[src/rtl/key_pkg.sv]
// -----------------------------------------------------------------------------
// key_pkg
// Shared definitions for the multi-channel key debouncer.
//   - key_state_e : per-channel debounce FSM state
//   - cnt_width() : bits needed to hold the values 0..max_val (never below 1)
//   - tick_div()  : clock cycles per 1 ms tick (never below 1)
// No ports; imported by key_debounce_ch and multi_key_debounce.
// -----------------------------------------------------------------------------
package key_pkg;

    typedef enum logic [0:0] {
        ST_IDLE  = 1'b0,
        ST_CHECK = 1'b1
    } key_state_e;

    // Width of a counter that must reach max_val without wrapping
    function automatic int cnt_width(input int max_val);
        if (max_val < 32'sd1) begin
            return 32'sd1;
        end else begin
            return $clog2(max_val + 32'sd1);
        end
    endfunction

    // Cycles per millisecond; slow clocks degrade to a tick every cycle
    function automatic int tick_div(input int clk_hz);
        if (clk_hz < 32'sd2000) begin
            return 32'sd1;
        end else begin
            return clk_hz / 32'sd1000;
        end
    endfunction

endpackage

[src/rtl/key_debounce_ch.sv]
// -----------------------------------------------------------------------------
// key_debounce_ch
// One debounce channel: input synchroniser, IDLE/CHECK FSM, millisecond window
// counter and, when KEY_LONG_PRESS_EN is defined, a long-press hold counter.
// Ports:
//   clk           in  system clock
//   rst_n         in  synchronous active-low reset
//   tick          in  1 ms strobe shared by all channels
//   pin           in  raw asynchronous key pin
//   key_out       out debounced level (registered)
//   press_pulse   out 1-cycle strobe when key_out goes to !IDLE_LEVEL
//   release_pulse out 1-cycle strobe when key_out goes to IDLE_LEVEL
//   busy          out channel is checking a candidate change
//   long_pulse    out 1-cycle long-press strobe (0 unless KEY_LONG_PRESS_EN)
// -----------------------------------------------------------------------------
module key_debounce_ch
    import key_pkg::*;
#(
    parameter int   DEBOUNCE_MS = 32'sd10,
    parameter int   SYNC_STAGES = 32'sd2,
    parameter logic IDLE_LEVEL  = 1'b1,
    parameter int   LONG_MS     = 32'sd1000
) (
    input  logic clk,
    input  logic rst_n,
    input  logic tick,
    input  logic pin,
    output logic key_out,
    output logic press_pulse,
    output logic release_pulse,
    output logic busy,
    output logic long_pulse
);

    localparam int              MS_W    = cnt_width(DEBOUNCE_MS);
    localparam logic [MS_W-1:0] MS_ZERO = {MS_W{1'b0}};
    localparam logic [MS_W-1:0] MS_INC  = MS_W'(1'b1);
    localparam logic [MS_W-1:0] MS_LAST = MS_W'(DEBOUNCE_MS - 32'sd1);

    logic [SYNC_STAGES-1:0] sync_r;
    logic                   pin_s;
    key_state_e             state_r;
    key_state_e             state_nxt_s;
    logic                   key_r;
    logic                   key_nxt_s;
    logic [MS_W-1:0]        ms_cnt_r;
    logic [MS_W-1:0]        ms_cnt_nxt_s;
    logic                   press_r;
    logic                   press_nxt_s;
    logic                   release_r;
    logic                   release_nxt_s;
    logic                   busy_r;

    assign pin_s = sync_r[SYNC_STAGES-1];

    // Synchroniser chain for the asynchronous pin; resets to the released level
    always_ff @(posedge clk) begin
        if (!rst_n) begin
            sync_r <= {SYNC_STAGES{IDLE_LEVEL}};
        end else begin
            sync_r <= {sync_r[SYNC_STAGES-2:0], pin};
        end
    end

    // Next-state logic: a bounce back to the current level always beats an
    // accepting tick arriving in the same cycle
    always_comb begin
        state_nxt_s   = state_r;
        key_nxt_s     = key_r;
        ms_cnt_nxt_s  = ms_cnt_r;
        press_nxt_s   = 1'b0;
        release_nxt_s = 1'b0;
        case (state_r)
            ST_IDLE: begin
                if (pin_s != key_r) begin
                    state_nxt_s  = ST_CHECK;
                    ms_cnt_nxt_s = MS_ZERO;
                end else begin
                    state_nxt_s  = ST_IDLE;
                end
            end
            ST_CHECK: begin
                if (pin_s == key_r) begin
                    state_nxt_s  = ST_IDLE;
                    ms_cnt_nxt_s = MS_ZERO;
                end else if (tick && (ms_cnt_r == MS_LAST)) begin
                    state_nxt_s  = ST_IDLE;
                    key_nxt_s    = pin_s;
                    ms_cnt_nxt_s = MS_ZERO;
                    if (pin_s == IDLE_LEVEL) begin
                        release_nxt_s = 1'b1;
                    end else begin
                        press_nxt_s   = 1'b1;
                    end
                end else if (tick) begin
                    ms_cnt_nxt_s = ms_cnt_r + MS_INC;
                end else begin
                    ms_cnt_nxt_s = ms_cnt_r;
                end
            end
            default: begin
                state_nxt_s  = ST_IDLE;
                ms_cnt_nxt_s = MS_ZERO;
            end
        endcase
    end

    // State, debounced level, window counter and strobe registers
    always_ff @(posedge clk) begin
        if (!rst_n) begin
            state_r   <= ST_IDLE;
            key_r     <= IDLE_LEVEL;
            ms_cnt_r  <= MS_ZERO;
            press_r   <= 1'b0;
            release_r <= 1'b0;
            busy_r    <= 1'b0;
        end else begin
            state_r   <= state_nxt_s;
            key_r     <= key_nxt_s;
            ms_cnt_r  <= ms_cnt_nxt_s;
            press_r   <= press_nxt_s;
            release_r <= release_nxt_s;
            busy_r    <= (state_nxt_s == ST_CHECK);
        end
    end

    assign key_out       = key_r;
    assign press_pulse   = press_r;
    assign release_pulse = release_r;
    assign busy          = busy_r;

`ifdef KEY_LONG_PRESS_EN
    localparam int                HOLD_W    = cnt_width(LONG_MS);
    localparam logic [HOLD_W-1:0] HOLD_ZERO = {HOLD_W{1'b0}};
    localparam logic [HOLD_W-1:0] HOLD_INC  = HOLD_W'(1'b1);
    localparam logic [HOLD_W-1:0] HOLD_MAX  = HOLD_W'(LONG_MS);
    localparam logic [HOLD_W-1:0] HOLD_PRE  = HOLD_W'(LONG_MS - 32'sd1);

    logic [HOLD_W-1:0] hold_cnt_r;
    logic              long_r;

    // Hold timer: saturating, so the long strobe fires once per press and is
    // re-armed only when the debounced level returns to released
    always_ff @(posedge clk) begin
        if (!rst_n) begin
            hold_cnt_r <= HOLD_ZERO;
            long_r     <= 1'b0;
        end else if (key_r == IDLE_LEVEL) begin
            hold_cnt_r <= HOLD_ZERO;
            long_r     <= 1'b0;
        end else if (tick && (hold_cnt_r != HOLD_MAX)) begin
            hold_cnt_r <= hold_cnt_r + HOLD_INC;
            long_r     <= (hold_cnt_r == HOLD_PRE);
        end else begin
            long_r     <= 1'b0;
        end
    end

    assign long_pulse = long_r;
`else
    localparam int unused_long_ms = LONG_MS;

    assign long_pulse = 1'b0;
`endif

endmodule

[src/rtl/multi_key_debounce.sv]
// -----------------------------------------------------------------------------
// multi_key_debounce
// N-channel key debouncer: a free-running 1 ms tick generator shared by
// CH_NUM independent key_debounce_ch instances. A pin change must be held
// for DEBOUNCE_MS ticks; any bounce during the window aborts the check.
// Optional feature macro: KEY_LONG_PRESS_EN (long-press strobe after LONG_MS).
// Ports:
//   CLK           in  system clock
//   RSTn          in  synchronous active-low reset
//   Pin_In        in  [CH_NUM] raw asynchronous key pins
//   Key_Out       out [CH_NUM] debounced levels
//   Press_Pulse   out [CH_NUM] 1-cycle strobe on change to !IDLE_LEVEL
//   Release_Pulse out [CH_NUM] 1-cycle strobe on change to IDLE_LEVEL
//   Busy          out [CH_NUM] channel is checking a candidate change
//   Long_Pulse    out [CH_NUM] 1-cycle long-press strobe (0 when compiled out)
// -----------------------------------------------------------------------------
module multi_key_debounce
    import key_pkg::*;
#(
    parameter int   CH_NUM      = 32'sd4,
    parameter int   CLK_FREQ_HZ = 32'sd50_000_000,
    parameter int   DEBOUNCE_MS = 32'sd10,
    parameter int   SYNC_STAGES = 32'sd2,
    parameter logic IDLE_LEVEL  = 1'b1,
    parameter int   LONG_MS     = 32'sd1000
) (
    input  logic              CLK,
    input  logic              RSTn,
    input  logic [CH_NUM-1:0] Pin_In,
    output logic [CH_NUM-1:0] Key_Out,
    output logic [CH_NUM-1:0] Press_Pulse,
    output logic [CH_NUM-1:0] Release_Pulse,
    output logic [CH_NUM-1:0] Busy,
    output logic [CH_NUM-1:0] Long_Pulse
);

    localparam int               TICK_DIV = tick_div(CLK_FREQ_HZ);
    localparam int               PRE_W    = cnt_width(TICK_DIV - 32'sd1);
    localparam logic [PRE_W-1:0] PRE_ZERO = {PRE_W{1'b0}};
    localparam logic [PRE_W-1:0] PRE_INC  = PRE_W'(1'b1);
    localparam logic [PRE_W-1:0] PRE_LAST = PRE_W'(TICK_DIV - 32'sd1);

    logic [PRE_W-1:0] pre_cnt_r;
    logic             tick_s;

    // Millisecond prescaler: wraps on its terminal count, never stalls
    always_ff @(posedge CLK) begin
        if (!RSTn) begin
            pre_cnt_r <= PRE_ZERO;
        end else if (pre_cnt_r == PRE_LAST) begin
            pre_cnt_r <= PRE_ZERO;
        end else begin
            pre_cnt_r <= pre_cnt_r + PRE_INC;
        end
    end

    assign tick_s = (pre_cnt_r == PRE_LAST);

    for (genvar ch = 0; ch < CH_NUM; ch++) begin : g_ch
        key_debounce_ch #(
            .DEBOUNCE_MS (DEBOUNCE_MS),
            .SYNC_STAGES (SYNC_STAGES),
            .IDLE_LEVEL  (IDLE_LEVEL),
            .LONG_MS     (LONG_MS)
        ) u_ch (
            .clk           (CLK),
            .rst_n         (RSTn),
            .tick          (tick_s),
            .pin           (Pin_In[ch]),
            .key_out       (Key_Out[ch]),
            .press_pulse   (Press_Pulse[ch]),
            .release_pulse (Release_Pulse[ch]),
            .busy          (Busy[ch]),
            .long_pulse    (Long_Pulse[ch])
        );
    end

endmodule

[config.mk]
export PLATFORM = sky130hd
export DESIGN_NAME = multi_key_debounce
export DESIGN_NICKNAME = d
export VERILOG_FILES = /design/src/rtl/key_pkg.sv /design/src/rtl/key_debounce_ch.sv /design/src/rtl/multi_key_debounce.sv
export SDC_FILE = /design/constraint.sdc
export NUM_CORES = 1
export LEC_CHECK = 0
export CAP_MARGIN = 20
export CELL_PAD_IN_SITES_DETAIL_PLACEMENT = 1
export CELL_PAD_IN_SITES_GLOBAL_PLACEMENT = 1
export CORE_MARGIN = 5
export CORE_UTILIZATION = 38
export DETAILED_ROUTE_END_ITERATION = 8
export PLACE_DENSITY_LB_ADDON = 0.08
export SLEW_MARGIN = 20
export SYNTH_ARGS = -nofsm -noshare
export SYNTH_HDL_FRONTEND = slang
export SYNTH_SLANG_ARGS = --single-unit
[constraint.sdc]
create_clock -name CLK -period 2.8 [get_ports CLK]
set_input_delay 0.84 -clock CLK [delete_from_list [all_inputs] [get_ports CLK]]
set_output_delay 0.84 -clock CLK [all_outputs]
set_load 0.01 [all_outputs]
==> results.sh, run 1 <==
export IMPL_cts_hold_buf=0
export IMPL_post_cts_buffers=0
export IMPL_final_core_util=0.4354
export IMPL_overflow=0
export IMPL_drt_wirelength_per_cell_um=14.26
export IMPL_ant_nets=0
export IMPL_die_height_um=93.71
export IMPL_grt_antenna_before_repair=0
export IMPL_cts_resized=0
export IMPL_clk_pin_slew_worst_paths_ns=0.10
export IMPL_ys_ff_latch=56
export IMPL_pre_cts_slack_ns=0.2843
export IMPL_dieArea_um2=8781
export IMPL_ys_types=47
export IMPL_syn_area_per_cell_um2=8.935
export IMPL_hold_slack_ns=0.4204
export IMPL_finalSetupTns_ns=0
export IMPL_synth_top_cell_by_area="dfxtp_1"
export IMPL_grt_max_degree=39
export IMPL_period_share=0.8577
export IMPL_initial_core_util=0.3919
export IMPL_post_place_cells=393
export IMPL_htreeDepth=2
export IMPL_r2r_end="g_ch[1].u_ch.release_pulse"
export IMPL_setup_violations=0
export IMPL_cts_buffers_inserted=5
export IMPL_status="complete, no violations"
export IMPL_crit_fanout=31
export IMPL_syn_to_final_growth_pct=11.09
export IMPL_fin_cells=401
export IMPL_clock_root_buffer="clkbuf_8"
export IMPL_drv_slew=0
export IMPL_synth_most_common_cell="dfxtp_1"
export IMPL_crit_required_ns=3.05
export IMPL_synth_commonest_cells="dfxtp_1, nand2_1, nor2_1"
export IMPL_finalWeightedCongestion=0.7276
export IMPL_clkLatencyLatePin_ns=0.32
export IMPL_ys_flop_type="dfxtp_1"
export IMPL_crit_path_start="pre_cnt_r[7]"
export IMPL_via_count=2072
export IMPL_drtIter0Drc=68
export IMPL_max_cap_viol_count=0
export IMPL_ys_warn_count=0
export IMPL_yosys_top_cells_area="dfxtp_1, buf_4, ha_1"
export IMPL_io_pins=26
export IMPL_fmaxAchievable_mhz=416.4
export IMPL_nets=319
export IMPL_drc_errors=0
export IMPL_cts_tree="built"
export IMPL_leakage_nw=1.012
export IMPL_synth_edf_count=0
export IMPL_syn_instance_count=298
export IMPL_cp_end_kind="register"
export IMPL_clockBufferDepth=2
export IMPL_synth_top_area_share=0.4211
export IMPL_crit_arrival_ns=2.65
export IMPL_reg2reg_slack_ns=0.40
export IMPL_p_per_area_nw_per_um2=478.1
export IMPL_path_class="register to register"
export IMPL_row_count=30
export IMPL_min_to="g_ch[2].u_ch.sync_r[1]"
export IMPL_chipWidth_um=93.71
export IMPL_peakVddDrop_uv=170.4
export IMPL_rsz0062_at_grt="false"
export IMPL_crit_reg2reg_launch="pre_cnt_r[7]"
export IMPL_ys_seq_area_frac=0.4211
export IMPL_routed_wl_mm=5.718
export IMPL_firstDrtPassIters=4
export IMPL_hold_start="g_ch[2].u_ch.sync_r[0]"
export IMPL_drive_above_1_share=0.05902
export IMPL_r2r_cells=4
export IMPL_cts_sinks=56
export IMPL_min_path_type="register to register"
export IMPL_diodes=0
export IMPL_syn_area_um2=2663
export IMPL_grt_pass1_wl_mm=9.618
export IMPL_grtUsageTotal=0.1369
export IMPL_place_hpwl_mm=4.026
export IMPL_grt_pass1_vias=1998
export IMPL_fin_skew_ns=0.006155
export IMPL_synthArstFlopShare=0
export IMPL_min_period_ns=2.402
export IMPL_cp_start_kind="register"
export IMPL_whs_path_depth=1
export IMPL_via_per_inst=5.167
export IMPL_hold_viol=0
export IMPL_core_um2=6794
export IMPL_final_setup_worst_slack_ns=0.3985
export IMPL_io_buffers=21
-- where the power goes --
part           internal [mW]  switching (mW)  leakage, nW
Clock                  0.265           0.274       0.0541
Combinational         0.0239          0.0352        0.504
Sequential             0.807         0.00916        0.454
Total                   1.10           0.319         1.01
-- kinds of logic (layout without fill, tap and decap cells) --
kind of cell,count (synthesis),in the layout,synth area share
xor gates and xnor gates,18,18,0.05921
muxes,3,3,0.01128
and+or+nand+nor,118,118,0.2340
adders and majority gates,9,9,0.04229
buffers and inverters,45,49,0.09539
AOI/OAI and AO/OA,48,48,0.1353
other,1,4,0.001408
DFF,56,56,0.4211
-- routing by layer --
metal	GRT usage	vias to the layer above	wire length [um]
met1	0.1773	997	2845
met3	0.03125	6	158
met4	0.04332	0	73
met2	0.2253	21	2640
met5	0	-	0
li1	-	1048	-
-- worst max path at each step --
stage	end	slack, ns
detailed placement	g_ch[3].u_ch.ms_cnt_r[2]	0.28
global route	pre_cnt_r[4]	0.27
floorplan	g_ch[1].u_ch.ms_cnt_r[2]	0.68
global placement	g_ch[3].u_ch.ms_cnt_r[2]	0.37
finish	g_ch[1].u_ch.release_pulse	0.40
CTS	g_ch[1].u_ch.release_pulse	0.39
-- registers in the layout, indices dropped and copies added (netlist names) --
name                     count
g_ch.u_ch.ms_cnt_r          16
pre_cnt_r                   16
g_ch.u_ch.sync_r             8
g_ch.u_ch.key_out            4
g_ch.u_ch.press_pulse        4
g_ch.u_ch.release_pulse      4
g_ch.u_ch.state_r            4
-- area by class of cell --
cell class	instances	area (um^2)
flip-flops and latches	56	1121
repair buffers	25	240.2
clock buffers	5	68.82
multi-input cells	200	1305
inverters	16	60.06
fillers	797	3836
well taps	96	120.1
clock inverters	3	42.54
-- cells in the final DEF, fill, tap and decap left out, drive strengths merged, types with 5 or more instances in the layout --
cell type and instances:
ha 9, xor2 6, nor2 22, o21ai 9
nand4 6, inv 16, clkdlybuf4s50 21, clkbuf 5
nand2 22, xnor2 12, dfxtp 56, nor3 6
o311ai 5, nand3 18, nor4 12, nand2b 12
-- worst max-delay path, cell delays in order, from the launching register on --
cell,delay (ns)
dfxtp_1,0.38
or4b_1,0.58
or4_4,0.75
or3_1,0.43
nor3b_1,0.19
-- per-stage QoR --
step / cell area [um^2] / power, mW
after floorplan: 2674 / 0.8761
after global placement: 2846 / 0.8932
after detailed placement: 2846 / 0.8938
after CTS: 2958 / 1.438
after global routing: 2958 / 1.477
final: 2958 / 1.414
No activity file was read; power rests on OpenSTA's default activity.
==> inputs of run 2 (changes only) <==
--- a/config.mk
+++ b/config.mk
@@ -12,6 +12,7 @@
 export CORE_UTILIZATION = 38
 export DETAILED_ROUTE_END_ITERATION = 8
 export PLACE_DENSITY_LB_ADDON = 0.08
+export RECOVER_POWER = 50
 export SLEW_MARGIN = 20
 export SYNTH_ARGS = -nofsm -noshare
 export SYNTH_HDL_FRONTEND = slang
==> results.sh, run 2 (same netlist as run 1, synthesis figures left out) <==
export IMPL_diodes=0
export IMPL_crit_required_ns=3.05
export IMPL_rsz0062_at_grt="false"
export IMPL_dieArea_um2=8781
export IMPL_ant_nets=0
export IMPL_path_class="register to register"
export IMPL_nets=319
export IMPL_routed_wl_mm=5.696
export IMPL_clk_pin_slew_worst_paths_ns=0.10
export IMPL_cts_tree="built"
export IMPL_core_um2=6794
export IMPL_status="complete, no violations"
export IMPL_hold_slack_ns=0.4204
export IMPL_top_regs="g_ch.u_ch.ms_cnt_r (16), pre_cnt_r (16), g_ch.u_ch.sync_r (8)"
export IMPL_reg2reg_slack_ns=0.40
export IMPL_cts_hold_buf=0
export IMPL_grt_pass1_vias=1998
export IMPL_place_hpwl_mm=4.026
export IMPL_io_buffers=21
export IMPL_row_count=30
export IMPL_period_share=0.8566
export IMPL_pwr_share_seq=0.577
export IMPL_slowest_delay_ns=0.75
export IMPL_drc_errors=0
export IMPL_hold_viol=0
export IMPL_drive_above_1_share=0.05902
export IMPL_die_height_um=93.71
export IMPL_hold_start="g_ch[2].u_ch.sync_r[0]"
export IMPL_fmaxAchievable_mhz=416.9
export IMPL_final_cell_mix="dfxtp_1, nand2_1, nor2_1"
export IMPL_io_pins=26
export IMPL_cp_start_kind="register"
export IMPL_firstDrtPassIters=4
export IMPL_pwr_share_clk=0.382
export IMPL_grt_max_degree=39
export IMPL_cts_resized=0
export IMPL_path_cells="or4b_1, or4_4, or3_1, nor3b_1"
export IMPL_min_period_ns=2.398
export IMPL_grt_antenna_before_repair=0
export IMPL_fin_skew_ns=0.005897
export IMPL_min_path_type="register to register"
export IMPL_post_place_cells=393
export IMPL_peakVddDrop_uv=170.4
export IMPL_whs_path_depth=1
export IMPL_via_count=2072
export IMPL_max_cap_viol_count=0
export IMPL_fin_cells=401
export IMPL_chipWidth_um=93.71
export IMPL_syn_to_final_growth_pct=11.09
export IMPL_initial_core_util=0.3919
export IMPL_drtIter0Drc=60
export IMPL_setup_violations=0
export IMPL_finalWeightedCongestion=0.7276
export IMPL_final_area_um2=2958
export IMPL_cts_sinks=56
export IMPL_clock_root_buffer="clkbuf_8"
export IMPL_finalSetupTns_ns=0
export IMPL_cp_end_kind="register"
export IMPL_swShare=0.2255
export IMPL_post_cts_buffers=0
export IMPL_clkLatencyLatePin_ns=0.32
export IMPL_dpl_cell_area_um2=2846
export IMPL_p_switching_mw=0.3188
export IMPL_clockBufferDepth=2
export IMPL_r2r_cells=4
export IMPL_cp_slowest_cell="or4_4"
export IMPL_r2r_end="g_ch[1].u_ch.release_pulse"
export IMPL_htreeDepth=2
export IMPL_grt_pass1_wl_mm=9.618
export IMPL_grtUsageTotal=0.1369
export IMPL_layout_commonest_cell="dfxtp_1"
export IMPL_internal_power_mw=1.095
export IMPL_p_per_area_nw_per_um2=478.0
export IMPL_min_to="g_ch[2].u_ch.sync_r[1]"
export IMPL_via_per_inst=5.167
export IMPL_crit_reg2reg_launch="pre_cnt_r[7]"
export IMPL_drt_wirelength_per_cell_um=14.20
export IMPL_power_share_combinational=0.041
export IMPL_leakage_nw=1.039
export IMPL_overflow=0
export IMPL_crit_arrival_ns=2.65
export IMPL_drv_slew=0
export IMPL_cts_buffers_inserted=5
export IMPL_crit_fanout=31
## run 2: cell types whose count changed in the layout (fill, tap and decap cells not counted)
cell             delta
dlygate4sd3_1      +16
clkdlybuf4s50_1    -16
## run 2: worst max path at each step
| stage | endpoint | slack (ns) | cells past startpoint | startpoint |
|---|---|---|---|---|
| global placement | g_ch[3].u_ch.ms_cnt_r[2] | 0.37 | 6 | RSTn |
| detailed placement | g_ch[3].u_ch.ms_cnt_r[2] | 0.28 | 6 | RSTn |
| global route | pre_cnt_r[4] | 0.27 | 4 | pre_cnt_r[7] |
| floorplan | g_ch[1].u_ch.ms_cnt_r[2] | 0.68 | 5 | pre_cnt_r[7] |
| finish | g_ch[1].u_ch.release_pulse | 0.40 | 4 | pre_cnt_r[7] |
| CTS | g_ch[1].u_ch.release_pulse | 0.39 | 4 | pre_cnt_r[7] |
## run 2: worst max-delay path: cells and delay by family (launching register included)
| kind | cells | cell delay [ns] |
|---|---|---|
| AND/OR/NAND/NOR | 4 | 1.95 |
| flip-flops | 1 | 0.39 |
## run 2: routing by layer
metal / track usage / up-vias / share of wire
met3: 0.03125 / 6 / 0.030
met1: 0.1773 / 993 / 0.50
li1: - / 1050 / -
met5: 0 / - / 0
met4: 0.04332 / 0 / 0.013
met2: 0.2253 / 23 / 0.46
## run 2: power groups by stage
stage                     Combinational [mW]  Sequential (mW)  Clock, mW
final                                 0.0583            0.816      0.540
after global routing                  0.0646            0.818      0.593
after CTS                             0.0596            0.816      0.562
after detailed placement              0.0593            0.834          0
after global placement                0.0593            0.834          0
after floorplan                       0.0445            0.832          0
## run 2: final cells by class
type | instances | area, um^2
clock buffers | 5 | 68.82
clock inverters | 3 | 42.54
fillers | 797 | 3836
inverters | 16 | 60.06
multi-input cells | 200 | 1305
flip-flops and latches | 56 | 1121
well taps | 96 | 120.1
repair buffers | 25 | 240.2
## run 2: through the flow
stage,power [mW],setup WS (ns),utilization
2_1_floorplan,0.8761,0.6849,-
3_3_place_gp,0.8932,0.3659,0.4190
3_5_place_dp,0.8938,0.2843,0.4190
4_1_cts,1.438,0.3920,0.4354
5_1_grt,1.476,0.2709,0.4354
6_report,1.414,0.4016,0.4354
